===== config.mk =====
export PLATFORM = sky130hd
export DESIGN_NAME = bp_be_fma_wb_buffer
export DESIGN_NICKNAME = d
export VERILOG_FILES = /design/src/rtl/bp_be_pkg.sv /design/src/rtl/bp_be_wb_credit_fifo.sv /design/src/rtl/bp_be_fma_wb_buffer.sv
export SDC_FILE = /design/constraint.sdc
export NUM_CORES = 1
export LEC_CHECK = 0
export BUFFER_PORTS_ARGS = -buffer_cell sky130_fd_sc_hd__buf_2
export CORE_AREA = 2 2 279 281
export CTS_CLUSTER_SIZE = 10
export DETAILED_ROUTE_END_ITERATION = 10
export DIE_AREA = 0 0 281 283
export PLACE_DENSITY_LB_ADDON = 0.05
export SLEW_MARGIN = 30
export SYNTH_ARGS = -nofsm -noshare
export SYNTH_HDL_FRONTEND = slang
export SYNTH_SLANG_ARGS = --single-unit

===== constraint.sdc =====
create_clock -name clk_i -period 8 [get_ports clk_i]
set_clock_uncertainty 0.05 [all_clocks]
set_input_delay 2.4 -clock clk_i [delete_from_list [all_inputs] [get_ports clk_i]]
set_output_delay 2.4 -clock clk_i [all_outputs]
set_load 0.05 [all_outputs]

===== src/rtl/bp_be_pkg.sv =====
// Shared backend types for the FMA/IMUL writeback buffer.
//   bp_be_fp_wb_pkt_s  : FP result as queued {rd, fflags, data}
//   bp_be_int_wb_pkt_s : integer result as queued {rd, data}
package bp_be_pkg;

  localparam int unsigned reg_addr_width_gp = 5;
  localparam int unsigned dword_width_gp    = 64;
  localparam int unsigned fp_reg_width_gp   = 66;
  localparam int unsigned fflags_width_gp   = 5;

  typedef logic [fflags_width_gp-1:0] bp_be_fflags_t;

  typedef struct packed {
    logic [reg_addr_width_gp-1:0] rd;
    bp_be_fflags_t                fflags;
    logic [fp_reg_width_gp-1:0]   data;
  } bp_be_fp_wb_pkt_s;

  typedef struct packed {
    logic [reg_addr_width_gp-1:0] rd;
    logic [dword_width_gp-1:0]    data;
  } bp_be_int_wb_pkt_s;

endpackage


===== src/rtl/bp_be_wb_credit_fifo.sv =====
// Credit-reserved result FIFO behind a fixed-latency, non-stallable pipe.
// A shadow shift register tracks which issued ops are still live in the
// pipe; squashed results are dropped when they emerge.
//   clk_i, reset_n_i   : clock, async active-low reset
//   issue_i, flush_i   : reserve a credit / squash everything in the pipe
//   v_i, data_i        : result arriving from the pipe
//   credit_o           : free entries (els - occupancy - inflight), registered
//   v_o, ready_i, data_o : head of queue, valid/ready drain
module bp_be_wb_credit_fifo #(
  parameter int unsigned width_p   = 8,
  parameter int unsigned els_p     = 4,
  parameter int unsigned latency_p = 4
) (
  input  logic                       clk_i,
  input  logic                       reset_n_i,
  input  logic                       issue_i,
  input  logic                       flush_i,
  input  logic                       v_i,
  input  logic [width_p-1:0]         data_i,
  output logic [$clog2(els_p+1)-1:0] credit_o,
  output logic                       v_o,
  input  logic                       ready_i,
  output logic [width_p-1:0]         data_o
);

  localparam int unsigned ptr_w_lp = $clog2(els_p);
  localparam int unsigned cnt_w_lp = $clog2(els_p+1);

  logic [width_p-1:0]   mem_r [els_p];
  logic [ptr_w_lp-1:0]  wr_ptr_r, rd_ptr_r;
  logic [cnt_w_lp-1:0]  count_r, count_n, credit_r, credit_n;
  logic [latency_p-1:0] shadow_r, shadow_n;
  logic                 exit_bit, issue_eff, push, pop;

  assign exit_bit  = shadow_r[latency_p-1];
  assign issue_eff = issue_i & ~flush_i;
  assign push      = v_i & exit_bit;
  assign v_o       = (count_r != '0);
  assign pop       = v_o & ready_i;
  assign data_o    = mem_r[rd_ptr_r];
  assign credit_o  = credit_r;

  // Shadow advance; flush wipes every op still inside the pipe.
  if (latency_p == 1) begin : g_shadow1
    always_comb begin
      shadow_n = '0;
      if (!flush_i) shadow_n = issue_eff;
    end
  end else begin : g_shadown
    always_comb begin
      shadow_n = '0;
      if (!flush_i) shadow_n = {shadow_r[latency_p-2:0], issue_eff};
    end
  end

  // Credit recomputed from next-state occupancy and inflight count.
  always_comb begin
    count_n  = count_r + cnt_w_lp'(push) - cnt_w_lp'(pop);
    credit_n = cnt_w_lp'(els_p) - count_n - cnt_w_lp'($countones(shadow_n));
  end

  always_ff @(posedge clk_i or negedge reset_n_i) begin
    if (!reset_n_i) begin
      wr_ptr_r <= '0;
      rd_ptr_r <= '0;
      count_r  <= '0;
      shadow_r <= '0;
      credit_r <= cnt_w_lp'(els_p);
    end else begin
      if (push) wr_ptr_r <= wr_ptr_r + ptr_w_lp'(1);
      if (pop)  rd_ptr_r <= rd_ptr_r + ptr_w_lp'(1);
      count_r  <= count_n;
      shadow_r <= shadow_n;
      credit_r <= credit_n;
    end
  end

  // Storage needs no reset; validity comes from count_r.
  always_ff @(posedge clk_i) begin
    if (push) mem_r[wr_ptr_r] <= data_i;
  end

  a_no_issue_without_credit: assert property (@(posedge clk_i) disable iff (!reset_n_i)
    !(issue_eff && (credit_r == '0)));
  a_live_op_has_result: assert property (@(posedge clk_i) disable iff (!reset_n_i)
    !(exit_bit && !v_i));
  a_no_push_when_full: assert property (@(posedge clk_i) disable iff (!reset_n_i)
    !(push && (count_r == cnt_w_lp'(els_p))));

endmodule


===== src/rtl/bp_be_fma_wb_buffer.sv =====
// Writeback buffer for the FMA/IMUL pipe: one credit FIFO for integer
// results, one for FP results, plus sticky accumulation of popped FP fflags.
//   clk_i, reset_n_i                    : clock, async active-low reset
//   issue_fma_i, issue_imul_i, flush_i  : dispatch / squash controls
//   fma_*_i, imul_*_i                   : pipe results
//   fp_credit_o, int_credit_o           : free credits per queue
//   fp_wb_*, int_wb_*                   : valid/ready writeback ports
//   fflags_o, fflags_clear_i            : sticky FP flags and their clear
module bp_be_fma_wb_buffer
  import bp_be_pkg::*;
#(
  parameter int unsigned els_p            = 4,
  parameter int unsigned fma_latency_p    = 4,
  parameter int unsigned imul_latency_p   = 4,
  parameter int unsigned reg_addr_width_p = reg_addr_width_gp,
  parameter int unsigned dword_width_p    = dword_width_gp,
  parameter int unsigned fp_reg_width_p   = fp_reg_width_gp
) (
  input  logic                        clk_i,
  input  logic                        reset_n_i,
  input  logic                        issue_fma_i,
  input  logic                        issue_imul_i,
  input  logic                        flush_i,
  input  logic                        fma_v_i,
  input  logic [fp_reg_width_p-1:0]   fma_data_i,
  input  logic [4:0]                  fma_fflags_i,
  input  logic [reg_addr_width_p-1:0] fma_rd_i,
  input  logic                        imul_v_i,
  input  logic [dword_width_p-1:0]    imul_data_i,
  input  logic [reg_addr_width_p-1:0] imul_rd_i,
  output logic [$clog2(els_p+1)-1:0]  fp_credit_o,
  output logic [$clog2(els_p+1)-1:0]  int_credit_o,
  output logic                        fp_wb_v_o,
  input  logic                        fp_wb_ready_i,
  output logic [fp_reg_width_p-1:0]   fp_wb_data_o,
  output logic [reg_addr_width_p-1:0] fp_wb_rd_o,
  output logic                        int_wb_v_o,
  input  logic                        int_wb_ready_i,
  output logic [dword_width_p-1:0]    int_wb_data_o,
  output logic [reg_addr_width_p-1:0] int_wb_rd_o,
  output logic [4:0]                  fflags_o,
  input  logic                        fflags_clear_i
);

  localparam int unsigned fp_pkt_w_lp  = $bits(bp_be_fp_wb_pkt_s);
  localparam int unsigned int_pkt_w_lp = $bits(bp_be_int_wb_pkt_s);

  bp_be_fp_wb_pkt_s  fp_in, fp_head;
  bp_be_int_wb_pkt_s int_in, int_head;
  bp_be_fflags_t     fflags_r, fflags_n;
  logic              fp_pop;

  assign fp_in  = '{rd: fma_rd_i, fflags: fma_fflags_i, data: fma_data_i};
  assign int_in = '{rd: imul_rd_i, data: imul_data_i};

  bp_be_wb_credit_fifo #(
    .width_p   (fp_pkt_w_lp),
    .els_p     (els_p),
    .latency_p (fma_latency_p)
  ) fp_fifo (
    .clk_i     (clk_i),
    .reset_n_i (reset_n_i),
    .issue_i   (issue_fma_i),
    .flush_i   (flush_i),
    .v_i       (fma_v_i),
    .data_i    (fp_in),
    .credit_o  (fp_credit_o),
    .v_o       (fp_wb_v_o),
    .ready_i   (fp_wb_ready_i),
    .data_o    (fp_head)
  );

  bp_be_wb_credit_fifo #(
    .width_p   (int_pkt_w_lp),
    .els_p     (els_p),
    .latency_p (imul_latency_p)
  ) int_fifo (
    .clk_i     (clk_i),
    .reset_n_i (reset_n_i),
    .issue_i   (issue_imul_i),
    .flush_i   (flush_i),
    .v_i       (imul_v_i),
    .data_i    (int_in),
    .credit_o  (int_credit_o),
    .v_o       (int_wb_v_o),
    .ready_i   (int_wb_ready_i),
    .data_o    (int_head)
  );

  assign fp_wb_data_o  = fp_head.data;
  assign fp_wb_rd_o    = fp_head.rd;
  assign int_wb_data_o = int_head.data;
  assign int_wb_rd_o   = int_head.rd;
  assign fp_pop        = fp_wb_v_o & fp_wb_ready_i;

  // Clear takes effect before the popped entry's flags are OR-ed in.
  always_comb begin
    fflags_n = fflags_r;
    if (fflags_clear_i) fflags_n = '0;
    if (fp_pop)         fflags_n = fflags_n | fp_head.fflags;
  end

  always_ff @(posedge clk_i or negedge reset_n_i) begin
    if (!reset_n_i) fflags_r <= '0;
    else            fflags_r <= fflags_n;
  end

  assign fflags_o = fflags_r;

endmodule

# After elaboration in Yosys (flattened, before gate mapping)
# Memories as Yosys holds them, arrays and structs flattened.
# Cells that the tools add are included.
dict set report totals {
  regBits 33
  ramBits 580
  input_bits 155
  output_inout_bits 153
  elab_cells 49
  mem_count 2
}
dict set report op_classes {
  n_addsub 18
  n_mux 8
  n_bitwise 8
  reduce_logical 2
}
# memory depth width read_ports rd_clocked_by_memory_dff wr line
set mem_list {}
lappend mem_list {fp_fifo.mem_r 4 76 1 0 1 bp_be_wb_credit_fifo.sv:29} ;# logic [width_p-1:0] mem_r [els_p];
lappend mem_list {int_fifo.mem_r 4 69 1 0 1 bp_be_wb_credit_fifo.sv:29}
# cell count
set op_table {}
lappend op_table {{5-bit 2-to-1 mux} 2}
lappend op_table {{1-bit by 1-bit adder with 2-bit output} 4}
lappend op_table {{2-bit by 1-bit adder with 2-bit output (second input constant)} 4}
lappend op_table {{4-bit 2-to-1 mux} 2}
lappend op_table {{3-bit by 1-bit adder with 3-bit output} 2}
lappend op_table {{3-bit adder} 2}
lappend op_table {{1-bit bitwise AND} 6}
lappend op_table {{3-bit nonzero test} 2}
lappend op_table {{3-bit by 1-bit subtractor with 3-bit output} 2}
lappend op_table {{3-bit subtractor} 2}
lappend op_table {{3-bit subtractor (first input constant)} 2}
lappend op_table {{5-bit bitwise OR} 1}
lappend op_table {{1-bit 2-to-1 mux} 4}
lappend op_table {{1-bit inverter} 1}

# Longest topological paths before layout
# Gate-level depths: netlist of run 1.
dict set report depth {
  ltp_word 6
  ltp_mapped 14
  depth_no_buf 13
}

# Cells and area by module
# Synthesis of run 1 repeated with hierarchy kept, for this count alone.
dict set report hier_totals {
  cells_unflattened 893
  area_unflattened_um2 22689.3
}
# module instances cells_per_inst area_per_inst_um2 seq_area_each_um2
set by_module_without_submodules {}
lappend by_module_without_submodules {{bp_be_wb_credit_fifo (fp_fifo)} 1 455 11720.0 9480.3}
lappend by_module_without_submodules {{bp_be_wb_credit_fifo (int_fifo)} 1 418 10775.3 8639.5}
lappend by_module_without_submodules {bp_be_fma_wb_buffer 1 20 193.9 125.1}

# Worst setup path before layout of run 1
# No wires, ideal clock.
dict set report synth_path {
  kind {in2reg}
  from {input fp_wb_ready_i}
  to {register fp_fifo.credit_r[2] (netlist: fp_fifo.credit_o[2])}
  setup_time_ns 0.090
  arrival_time_ns 5.054
  required_ns 7.860
  path_slack_ns 2.806
  cell_stages 14
  path_buffers 1
  path_cell_list {o31a_1 > clkbuf_1 > ha_1 > inv_1 > ha_1 > inv_1 > fa_1 > inv_1 > ha_1 > inv_1 > fa_1 > ha_1 > xnor3_1 > xnor3_1}
}
dict set report synth_via {
  elab_chain_cells 4
}
# element line
set synth_lines {}
lappend synth_lines {{start, declared} bp_be_fma_wb_buffer.sv:34} ;# input logic fp_wb_ready_i,
lappend synth_lines {{1-bit bitwise AND} bp_be_wb_credit_fifo.sv:39} ;# assign pop = v_o & ready_i;
lappend synth_lines {{3-bit by 1-bit subtractor with 3-bit output} bp_be_wb_credit_fifo.sv:58} ;# count_n = count_r + cnt_w_lp'(push) - cnt_w_lp'(pop);
lappend synth_lines {{via fp_fifo.count_n[1]} bp_be_wb_credit_fifo.sv:31} ;# logic [cnt_w_lp-1:0] count_r, count_n, credit_r, credit_n;
lappend synth_lines {{3-bit subtractor (2 in a row)} bp_be_wb_credit_fifo.sv:59} ;# credit_n = cnt_w_lp'(els_p) - count_n - cnt_w_lp'($countones(shadow_n));
lappend synth_lines {{via fp_fifo.credit_n[2]} bp_be_wb_credit_fifo.sv:31}
lappend synth_lines {{end signal, assigned} bp_be_wb_credit_fifo.sv:68} ;# credit_r <= cnt_w_lp'(els_p);
lappend synth_lines {{end signal, assigned} bp_be_wb_credit_fifo.sv:74} ;# credit_r <= credit_n;
lappend synth_lines {{end, declared} bp_be_wb_credit_fifo.sv:31}
# The timed path passes the listed nets, and every way through them passes these cells.
# A chain may end at the register's enable or synchronous reset.

# Worst setup path after layout of run 1
dict set report layout_path {
  from {register fp_fifo.rd_ptr_r[1]}
  to {output fp_wb_data_o[51]}
}
dict set report layout_via {
  elab_chain_cells 1
}
# element line
set layout_lines {}
lappend layout_lines {{start, declared} bp_be_wb_credit_fifo.sv:30} ;# logic [ptr_w_lp-1:0] wr_ptr_r, rd_ptr_r;
lappend layout_lines {{start signal, assigned} bp_be_wb_credit_fifo.sv:71} ;# if (pop) rd_ptr_r <= rd_ptr_r + ptr_w_lp'(1);
lappend layout_lines {{memory read 4 x 76 bit} -}
lappend layout_lines {{end, declared} bp_be_fma_wb_buffer.sv:35} ;# output logic [fp_reg_width_p-1:0] fp_wb_data_o,
# Every way passes these cells.

==> qor.yml, run 1 <==
final_layout:
  multi_input_area_um2: 4120
  fillers: 7145
  stdcell_count: 2340
  final_area_um2: 27600
  nNetsFinal: 1436
  drive_above_1_share_pct: 43.3
  area_delta_synth_final_pct: 21.5
  final-seq-area_um2: 18300
critical_path:
  crit_path_start_kind: "register"
  criticalPathCategory: "register to output port"
  ff2ff_setup_slack_ns: 4.54
  slowest_delay_ns: 0.90
  critPathSlowestCell: "dfrtp_4"
  cp.required_ns: 5.55
  path_cells: "buf_4 -> mux4_2 -> buf_2"
  endpoint: "fp_wb_data_o[51]"
  rr_endpoint: "fp_fifo.credit_o[2]$_DFF_PN1_"
  crit_fanout: 41
  worstRegToRegCells: 13
  crit_path_end_kind: "output port"
  cp.arrival_ns: 2.85
  r2r-start: "fp_fifo.count_r[1]$_DFF_PN0_"
  crit_start: "fp_fifo.rd_ptr_r[1]$_DFFE_PN0N_"
pwr:
  seq_power_share_pct: 37.5
  clock_power_share_pct: 29.7
  power_density_nw_per_um2: 366
  combPwrFrac_pct: 32.8
  swShare_pct: 36.4
  power_mw: 10.1
  intPower_mw: 6.43
  vdd_ir_drop_max_mv: 0.235
  p_sw_mw: 3.68
  p_leak_nw: 9.41
sta:
  whs_ns: 0.460
  hold_viol: 0
  worst_pin_slew_ns: 0.796
  fin_tns_setup_ns: 0
  min_period_over_period_pct: 66.2
  fmax_mhz: 189
  post-route-min-period_ns: 5.30
  finalSetupViolations: 0
  slew_headroom_pct: 46.9
  rsz0062_at_grt: "false"
  report.final.slew_viol_count: 0
cts:
  cts_tree: "done"
  numCtsBuffers: 75
  insertion_delay_ns: 0.59
  h-tree-depth: 3
  cts_setup_buffers: 0
  hold_buffers: 0
  cts_root_buf: "clkbuf_16"
  cts.sink_count: 613
  clk_pin_slew_worst_paths_ns: 0.06
  postCtsResizedCells: 0
  cts_buffer_depth: 3
synthesis:
  syn_nets: 1071
  synth_seq_area_share_pct: 80.3
  synth-seq-cells: 613
  syn_area_per_cell_um2: 25.6
  yosys_warnings: 0
  synth_cell_type_count: 25
  netlist_instances: 888
  syn_area_um2: 22700
grt:
  grt_pass1_wl_um: 76500
  grt_overflow: 0
  grt_pass1_vias: 11300
  grt_max_degree: 60
  track_usage_pct: 13.1
  grt_antenna_before_repair: 18
floorplan:
  rows: 102
  die_x_um: 281
  die_h_um: 283
  design.core.area_um2: 76700
  dieArea_um2: 79500
  io_pins: 308
  initial_core_util_pct: 29.6
run_status:
  status: "completed"
job:
  cap_violations: 0
placed_design:
  placed_cells: 2215
  port-buffer-count: 307
  post_dp_cell_area_um2: 25400
  hpwl_um: 31400
  gp_congestion: 0.692
detailed_routing:
  wl_per_cell_um: 22.1
  drt_iter0_drc: 589
  ant_nets: 0
  firstDrtPassIters: 4
  vias_per_cell: 4.40
  num_vias: 10300
  drc_errors: 0
  wl_um: 51700
hold_path:
  hold_path.class: "register to register"
-- registers in the layout, summed over array words and instances, names as in the netlist --
signal	cells
fflags_o	5
fp_fifo.count_r	3
fp_fifo.credit_o	3
fp_fifo.mem_r	304
fp_fifo.rd_ptr_r	2
fp_fifo.shadow_r	4
fp_fifo.wr_ptr_r	2
int_fifo.count_r	3
int_fifo.credit_o	3
int_fifo.mem_r	276
int_fifo.rd_ptr_r	2
int_fifo.shadow_r	4
int_fifo.wr_ptr_r	2
-- per-stage QoR --
step | setup slack [ns] | util, %
6_report | 2.70 | 36.0
5_1_grt | 2.47 | 36.0
4_1_cts | 2.29 | 35.9
3_5_place_dp | 2.59 | 33.1
3_3_place_gp | 2.59 | 33.1
2_1_floorplan | 2.81 | -
-- cells by family (layout without fill, tap and decap cells) --
family	after synthesis	count (layout)	synth area share, %
buf+inv	57	462	1.72
mux	147	147	14.6
compound gates	9	9	0.347
xor+xnor	14	14	0.788
simple gates	20	20	0.529
flops	613	613	80.3
fa+ha+maj	28	28	1.67
other cells	0	7	0
-- placed cells by master, fill, tap and decap left out, types with 3 or more instances in the layout --
cell type | Yosys | routed
edfxtp_1 | 580 | 580
buf_2 | 11 | 307
mux4_2 | 137 | 137
clkbuf_16 | 0 | 77
dfrtp_1 | 31 | 27
ha_1 | 24 | 24
inv_1 | 23 | 23
clkbuf_1 | 7 | 22
buf_4 | 7 | 12
clkinv_1 | 0 | 10
nor2b_1 | 8 | 8
mux4_1 | 8 | 8
xnor2_1 | 8 | 8
and3_4 | 0 | 8
diode_2 | 0 | 7
a22o_1 | 5 | 5
fa_1 | 4 | 4
xnor3_1 | 3 | 3
clkinv_2 | 0 | 3
dfrtp_4 | 0 | 3
-- how the worst min path moves through the flow --
stage,depth (start not counted),endpoint,from
floorplan,1,fp_fifo.shadow_r[1]$_DFF_PN0_,fp_fifo.shadow_r[0]$_DFF_PN0_
global placement,1,int_fifo.shadow_r[1]$_DFF_PN0_,int_fifo.shadow_r[0]$_DFF_PN0_
finish,1,int_fifo.shadow_r[1]$_DFF_PN0_,int_fifo.shadow_r[0]$_DFF_PN0_
CTS,1,int_fifo.shadow_r[1]$_DFF_PN0_,int_fifo.shadow_r[0]$_DFF_PN0_
detailed placement,1,int_fifo.shadow_r[1]$_DFF_PN0_,int_fifo.shadow_r[0]$_DFF_PN0_
global route,1,int_fifo.shadow_r[2]$_DFF_PN0_,int_fifo.shadow_r[1]$_DFF_PN0_
-- area by class of cell --
cell class	instances	share of cell area (%)
diodes	7	0.0635
repair buffers	322	6.08
clock inverters	17	0.413
clock buffers	100	7.33
inverters	23	0.313
flip-flops and latches	613	66.2
multi-input cells	218	14.9
well taps	1040	4.72
-- cell usage after synthesis, drive strengths merged --
cell,count,area [um2]
mux2,2,22.5
dfrtp,31,776
mux4,145,3300
nand2,2,7.51
edfxtp,580,17400
xnor2,8,70.1
or3,2,12.5
nor2b,8,50.1
xnor3,3,67.6
and3,8,50.1
dfstp,2,52.6
fa,4,80.1
buf,27,279
xor2,2,17.5
clkbuf,7,26.3
ha,24,300
o31a,2,17.5
o311ai,2,17.5
xor3,1,23.8
inv,23,86.3
a22o,5,43.8
-- power groups by stage --
stage | Sequential, mW | Combinational, mW | Clock (mW)
4_1_cts | 3.85 | 3.35 | 3.12
6_report | 3.79 | 3.31 | 3.00
5_1_grt | 3.82 | 3.52 | 3.24
3_5_place_dp | 3.91 | 3.34 | 0
3_3_place_gp | 3.95 | 3.30 | 0
2_1_floorplan | 3.81 | 2.71 | 0
-- critical path: cells and delay by family (launching register included) --
| family | cells | cell delay [ns] |
|---|---|---|
| mux | 1 | 0.43 |
| buf+inv | 2 | 0.87 |
| flops | 1 | 0.90 |
-- layer usage --
metal | track usage, % | routed length [um] | vias up
li1 | - | - | 4497
met1 | 15.6 | 20700 | 5390
met2 | 22.0 | 25700 | 279
met3 | 4.47 | 3690 | 114
met4 | 4.59 | 1440 | 24
met5 | 0 | 137 | -
Note: power is estimated with default switching activity, not from simulation.
==> inputs of run 2 (changes only) <==
Settings changed: ABC_AREA set to 1, CORE_AREA 2 2 279 281 to 2 2 281 283, DIE_AREA 0 0 281 283 to 0 0 283 285.
Clock period 8 ns to 5.4 ns, I/O delays scaled along.
==> run 2 against run 1 <==
Effect of this change:
- cell area increased by 1.5%
- combinational power increased by 100%
- first-iteration DRC count increased by 24%
- largest cell class unchanged
- wire length increased by 18%
- worst hold slack got worse by 0.037 ns
- synthesized cell count increased by 81%
- critical path type unchanged
- utilization decreased by 0.059 points
==> qor.yml, run 2 <==
detailed_routing:
  ant_nets: 0  # unchanged
  drc_errors: 0  # unchanged
  firstDrtPassIters: 4  # unchanged
  drt_iter0_drc: 731  # +24%
  wl_per_cell_um: 20.2  # -8.5%
  wl_um: 60800  # +18%
  num_vias: 13800  # +34%
  vias_per_cell: 4.59  # +4.1%
critical_path:
  r2r-start: "fp_fifo.count_r[1]$_DFF_PN0_"
  crit_path_start_kind: "register"
  critPathSlowestCell: "dfrtp_4"
  rr_endpoint: "fp_fifo.credit_o[2]$_DFF_PN1_"
  slowest_delay_ns: 0.74  # -0.16 ns
  crit_start: "fp_fifo.rd_ptr_r[0]$_DFFE_PN0N_"
  endpoint: "fp_wb_data_o[53]"
  ff2ff_setup_slack_ns: 1.93  # -2.61 ns
  crit_fanout: 56  # +37%
  worstRegToRegCells: 19  # +6
  crit_path_end_kind: "output port"
  path_buf_inv: 3  # +1
  cp.arrival_ns: 2.93  # +0.08 ns
  criticalPathCategory: "register to output port"
  cp.required_ns: 3.73  # -1.82 ns
  path_cells: "inv_4 -> buf_4 -> nor2_1 -> o22ai_1 -> buf_2"
  crit_cells: 5  # +2
  path_delay_family: "buffers and inverters"
pwr:
  combPwrFrac_pct: 40.3  # +7.5 points
  p_leak_nw: 9.75  # +3.7%
  clock_power_share_pct: 26.4  # -3.3 points
  power_mw: 16.6  # +64%
  intPower_mw: 9.35  # +45%
  swShare_pct: 43.7  # +7.3 points
  vdd_ir_drop_max_mv: 0.298  # +27%
  seq_power_share_pct: 33.2  # -4.3 points
  power_density_nw_per_um2: 594  # +62%
  p_sw_mw: 7.27  # +98%
floorplan:
  io_pins: 308  # unchanged
  die_h_um: 285  # +0.71%
  die_x_um: 283  # +0.71%
  initial_core_util_pct: 29.7  # +0.082 points
  design.core.area_um2: 78000  # +1.7%
  rows: 103  # +0.98%
  dieArea_um2: 80700  # +1.4%
synthesis:
  synth_top_area_share_pct: 75.2  # -1.5 points
  ys_top_cells_by_area: "edfxtp_1, nor2_1, o21ai_0"
  yosys_warnings: 0  # unchanged
  synth_ff_type: "edfxtp_1"
  synth-edff-count: 580  # unchanged
  syn_area_per_cell_um2: 14.4  # -44%
  syn_area_um2: 23200  # +1.9%
  netlist_instances: 1606  # +81%
  syn_nets: 1789  # +67%
  synth_most_common_cell: "edfxtp_1"
  synth_cell_type_count: 22  # -12%
  synth_seq_area_share_pct: 78.8  # -1.5 points
  yosysTopAreaCell: "edfxtp_1"
  synth-seq-cells: 613  # unchanged
  async_flop_share_pct: 5.38  # unchanged
  yosys-top-cells-count: "edfxtp_1, nor2_1, o21ai_0, o22ai_1, o21ai_1"
hold_path:
  min-delay-start: "fflags_o[0]$_DFF_PN0_"
  hold_path.class: "register to register"
grt:
  grt_antenna_before_repair: 18  # unchanged
  track_usage_pct: 14.8  # +1.7 points
  grt_max_degree: 81  # +35%
  grt_pass1_vias: 13800  # +22%
  grt_pass1_wl_um: 90400  # +18%
  grt_overflow: 0  # unchanged
placed_design:
  gp_congestion: 0.705  # +1.9%
  hpwl_um: 34300  # +9.1%
  place_ws_ns: 0.836  # -1.75 ns
  port-buffer-count: 307  # unchanged
cts:
  insertion_delay_ns: 0.59  # about the same
  cts_tree: "done"
  cts_buffer_depth: 3  # unchanged
  hold_buffers: 0  # unchanged
  h-tree-depth: 3  # unchanged
  numCtsBuffers: 74  # -1.3%
  cts.sink_count: 613  # unchanged
  cts_root_buf: "clkbuf_16"
  clk_pin_slew_worst_paths_ns: 0.05  # about the same
  cts_setup_buffers: 0  # unchanged
  postCtsResizedCells: 0  # unchanged
sta:
  report.final.slew_viol_count: 0  # unchanged
  slew_headroom_pct: 37.6  # -9.3 points
  worst_pin_slew_ns: 0.936  # +0.140 ns
  min_period_over_period_pct: 85.2
  post-route-min-period_ns: 4.60
  fin_ws_ns: 0.802  # -1.90 ns
  hold_viol: 0  # unchanged
  rsz0062_at_grt: "false"
  fmax_mhz: 217
  finalSetupViolations: 0  # unchanged
final_layout:
  largest_register: "fp_fifo.mem_r"
  nNetsFinal: 2106  # +47%
  final_common_cell: "edfxtp_1"
  layout_common_cells: "edfxtp_1, buf_2, nor2_1"
  drive_above_1_share_pct: 22.7  # -21 points
  area_delta_synth_final_pct: 21.0
  largest_reg_flops: 304  # unchanged
  fillers: 7674  # +7.4%
job:
  cap_violations: 0  # unchanged
run_status:
  status: "completed"
[run 2: cell count changes in the layout (fill, tap and decap cells not counted), moves of 58 or more]
cell,delta
o21ai_1,+72
nand2_1,+58
o21ai_0,+210
o22ai_1,+140
mux4_2,-137
nor2_1,+293
[run 2: kinds of logic after synthesis]
group                    Yosys count  synth area share (%)
AO/OA/AOI/OAI                    423                  9.91
buffers and inverters            152                  3.07
flip-flops                       613                  78.8
AND/OR/NAND/NOR                  386                  6.41
XOR/XNOR                           4                 0.151
adder cells (fa/ha/maj)           28                  1.64
[run 2: how the worst min path moves through the flow]
stage,endpoint,depth (start not counted)
2_1_floorplan,fp_fifo.shadow_r[1]$_DFF_PN0_,2
3_3_place_gp,fflags_o[0]$_DFF_PN0_,2
3_5_place_dp,fflags_o[0]$_DFF_PN0_,2
4_1_cts,fflags_o[0]$_DFF_PN0_,2
5_1_grt,int_fifo.shadow_r[1]$_DFF_PN0_,2
6_report,fflags_o[0]$_DFF_PN0_,2
[run 2: final cells by class]
cell class | instances | area, um2 | area share [%]
clock buffers | 99 | 2010 | 7.17
clock inverters | 10 | 57.6 | 0.206
flip-flops and latches | 613 | 18300 | 65.2
repair buffers | 337 | 1890 | 6.75
diodes | 4 | 10.0 | 0.0357
multi-input cells | 841 | 4260 | 15.2
inverters | 56 | 216 | 0.773
well taps | 1050 | 1310 | 4.69
[run 2: power groups by stage]
stage / Sequential (mW) / Clock (mW) / Combinational [mW]
detailed placement: 5.63 / 0 / 6.84
global placement: 5.63 / 0 / 6.82
global route: 5.55 / 4.74 / 7.22
floorplan: 5.65 / 0 / 4.92
CTS: 5.54 / 4.57 / 6.84
finish: 5.53 / 4.39 / 6.70
[run 2: per-stage QoR]
| stage | area, um2 | util, % | setup TNS, ns | std cells | hold slack, ns |
|---|---|---|---|---|---|
| after floorplan | 23200 | - | -28.12 | 1606 | 0.412 |
| after CTS | 28000 | 35.9 | 0 | 3006 | 0.424 |
| after global placement | 25900 | 33.3 | 0 | 2897 | 0.421 |
| after global routing | 28000 | 35.9 | 0 | 3007 | 0.449 |
| after detailed placement | 25900 | 33.3 | 0 | 2897 | 0.412 |
| final | 28000 | 35.9 | 0 | 3010 | 0.423 |
[run 2: per-layer routing]
| metal | vias to the layer above | wire length, um | track usage (%) |
|---|---|---|---|
| met4 | 22 | 1050 | 4.34 |
| met3 | 103 | 4280 | 4.82 |
| met5 | - | 141 | 0 |
| met1 | 6807 | 25900 | 18.4 |
| met2 | 299 | 29500 | 24.8 |
| li1 | 6573 | - | - |
[run 2: worst min-delay path: stages, from the launching register on]
cell and delay, ns:
dfrtp_1 0.33, nand2_1 0.05, nand2_1 0.06
==> inputs of run 3 (changes only) <==
Settings changed: CORE_AREA 2 2 281 283 to 2 2 233 235, DIE_AREA 0 0 283 285 to 0 0 235 237, SYNTH_HIERARCHICAL set to 1.
==> run 3 against run 2 <==
Effect of this change:
- total power shrank 2.4%
- sequential share of layout area up 1.6 points
- die area fell by 31%
- first-iteration DRC count shrank 7.1%
- fmax grew 3.3%
- combinational power hardly changed
- cell area down 2.4%
- critical path depth is the same
- synthesized cell count fell by 0.19%
- critical path type unchanged
- sequential power fell by 2%
==> qor.yml, run 3 <==
pwr:
  seq_power_share_pct: 33.5  # +0.3 points
  intPower_mw: 9.22  # -1.4%
  p_sw_mw: 7.01  # -3.6%
  clock_power_share_pct: 25.2  # -1.2 points
  swShare_pct: 43.2  # -0.55 points
  vdd_ir_drop_max_mv: 0.347  # +16%
  p_leak_nw: 9.63  # -1.3%
  power_density_nw_per_um2: 594  # about the same
  combPwrFrac_pct: 41.3  # +1.0 points
floorplan:
  dieArea_um2: 55700  # -31%
  die_h_um: 237  # -17%
  die_x_um: 235  # -17%
  initial_core_util_pct: 43.6  # +14 points
  io_pins: 308  # unchanged
  rows: 85  # -17%
  design.core.area_um2: 53300  # -32%
critical_path:
  cp.required_ns: 3.73  # about the same
  cp.arrival_ns: 2.78  # -0.15 ns
  criticalPathCategory: "register to output port"
  crit_path_end_kind: "output port"
  crit_fanout: 92  # +64%
  crit_path_start_kind: "register"
synthesis:
  yosys_warnings: 6  # +6
  synth_compound_area_share_pct: 10.2  # +0.34 points
  yosys.area_share.xor_xnor_pct: 0.151  # -0.00053 points
  synth_top_area_share_pct: 75.0  # -0.26 points
  synth-seq-cells: 613  # unchanged
  synth_ff_type: "edfxtp_1"
  synth-edff-count: 580  # unchanged
  synth_cell_type_count: 24  # +9.1%
  synth_top_family_by_area: "compound AO/OA/AOI/OAI gates"
  syn_nets: 1784  # -0.28%
  synthSimpleGateAreaFrac_pct: 6.12  # -0.30 points
  ys_top_cells_by_area: "edfxtp_1, nor2_1, o21ai_0"
  synth_most_common_cell: "edfxtp_1"
  yosys-top-cells-count: "edfxtp_1, nor2_1, o21ai_0, o22ai_1, o21ai_1"
  syn_area_per_cell_um2: 14.5  # +0.54%
  netlist_instances: 1603  # -0.19%
  synth_seq_area_share_pct: 78.5  # -0.28 points
  synthAdderAreaFrac_pct: 1.53  # -0.11 points
  async_flop_share_pct: 5.38  # unchanged
  syn_area_um2: 23200  # +0.35%
  yosysTopAreaCell: "edfxtp_1"
  muxShareOfSynthArea_pct: 0  # unchanged
job:
  cap_violations: 0  # unchanged
cts:
  postCtsResizedCells: 0  # unchanged
  cts_tree: "done"
  numCtsBuffers: 71  # -4.1%
  hold_buffers: 0  # unchanged
  cts_root_buf: "clkbuf_16"
  cts_buffer_depth: 3  # unchanged
  h-tree-depth: 3  # unchanged
  cts_setup_buffers: 0  # unchanged
  cts.sink_count: 613  # unchanged
  clk_pin_slew_worst_paths_ns: 0.05  # about the same
  insertion_delay_ns: 0.58  # about the same
sta:
  fmax_mhz: 225  # +3.3%
  rsz0062_at_grt: "false"
  min_period_over_period_pct: 82.5  # -2.7 points
  worst_pin_slew_ns: 0.916  # -0.0203 ns
  report.final.slew_viol_count: 0  # unchanged
  finalSetupViolations: 0  # unchanged
  slew_headroom_pct: 38.9  # +1.4 points
  post-route-min-period_ns: 4.45  # -0.145 ns
  fin_ws_ns: 0.946  # +0.145 ns
  hold_viol: 0  # unchanged
detailed_routing:
  firstDrtPassIters: 5  # +1
  wl_um: 52300  # -14%
  num_vias: 13600  # -1.5%
  ant_nets: 0  # unchanged
  drt_iter0_drc: 679  # -7.1%
  drc_errors: 0  # unchanged
  vias_per_cell: 5.15  # +12%
  wl_per_cell_um: 19.8  # -2.0%
hold_path:
  hold_path.class: "register to register"
final_layout:
  drive_above_1_share_pct: 22.0  # -0.73 points
  utilization_pct: 51.3  # +15 points
  largest_reg_flops: 304  # unchanged
  nNetsFinal: 2098  # -0.38%
  layout_common_cells: "edfxtp_1, buf_2, nor2_1"
  largest_register: "fp_fifo/mem_r"
  area_delta_synth_final_pct: 17.6
  final_common_cell: "edfxtp_1"
placed_design:
  place_ws_ns: 0.882  # +0.0454 ns
  hpwl_um: 29900  # -13%
  port-buffer-count: 307  # unchanged
  gp_congestion: 0.714  # +1.3%
grt:
  grt_max_degree: 93  # +15%
  grt_antenna_before_repair: 17  # -1
  grt_pass1_wl_um: 79500  # -12%
  grt_overflow: 0  # unchanged
  track_usage_pct: 18.6  # +3.8 points
  grt_pass1_vias: 13300  # -3.8%
run_status:
  status: "completed"
[run 3: cell types whose count changed after synthesis, sizes merged, moves of 5 or more]
cell / delta
nand2: -8
nor2: +7
nand3: -8
o22ai: +5
o21ai: +9
[run 3: worst paths after layout]
path | from | to | slack (ns) | cells after the start
setup / recovery | int_fifo/rd_ptr_r[0]$_DFFE_PN0P_ | int_wb_data_o[4] | 0.95 | 5
hold / removal | fflags_o[3]$_DFF_PN0_ | fflags_o[3]$_DFF_PN0_ | 0.43 | 2
setup reg to reg | fp_fifo/count_r[1]$_DFF_PN0_ | fp_fifo/credit_o[2]$_DFF_PN1_ | 2.15 | 19
hold reg to reg | fflags_o[3]$_DFF_PN0_ | fflags_o[3]$_DFF_PN0_ | 0.43 | 2
max in group asynchronous | reset_n_i | int_fifo/rd_ptr_r[0]$_DFFE_PN0P_ | 3.66 | 1
min in group asynchronous | reset_n_i | fflags_o[4]$_DFF_PN0_ | 1.06 | 1
[run 3: worst max-delay path, stage by stage (launching register included)]
cell     delay (ns)
dfrtp_4        0.61
inv_4          0.46
buf_12         0.42
o21ai_0        0.13
o22ai_1        0.21
buf_2          0.30
[run 3: cell families (layout without fill, tap and decap cells)]
logic type,count (synthesis),after routing
AO/OA/AOI/OAI,439,439
XOR/XNOR,4,4
adder cells (fa/ha/maj),26,26
buffers and inverters,147,483
flip-flops,613,613
other,0,6
AND/OR/NAND/NOR,374,374
[run 3: through the flow]
| step | total power, mW | hold slack, ns | cell area (um2) | TNS [ns] | instances |
|---|---|---|---|---|---|
| global placement | 12.3 | 0.413 | 25400 | 0 | 2540 |
| detailed placement | 12.3 | 0.420 | 25400 | 0 | 2540 |
| CTS | 16.5 | 0.434 | 27300 | 0 | 2635 |
| finish | 16.2 | 0.431 | 27300 | 0 | 2641 |
| floorplan | 10.7 | 0.410 | 23200 | -40.64 | 1603 |
| global route | 17.1 | 0.453 | 27300 | 0 | 2639 |
[run 3: area by class of cell]
cell class	instances	area, um2
inverter	54	211
fill	4581	26000
sequential	613	18300
clock buffer	95	1910
timing repair buffer	334	1810
tap	696	871
multi-input combinational	843	4250
antenna	6	15.0
[run 3: power by group through the flow]
stage	Combinational [mW]	Clock, mW	Sequential [mW]
final	6.69	4.09	5.44
after global routing	7.21	4.41	5.46
after CTS	6.79	4.23	5.45
after detailed placement	6.78	0	5.54
after global placement	6.75	0	5.54
after floorplan	5.04	0	5.65
[run 3: per-layer routing]
metal  wire, um  track usage [%]
met5        132                0
met3       3600             5.97
met2      25600             30.0
met4        973             6.10
met1      22000             23.9
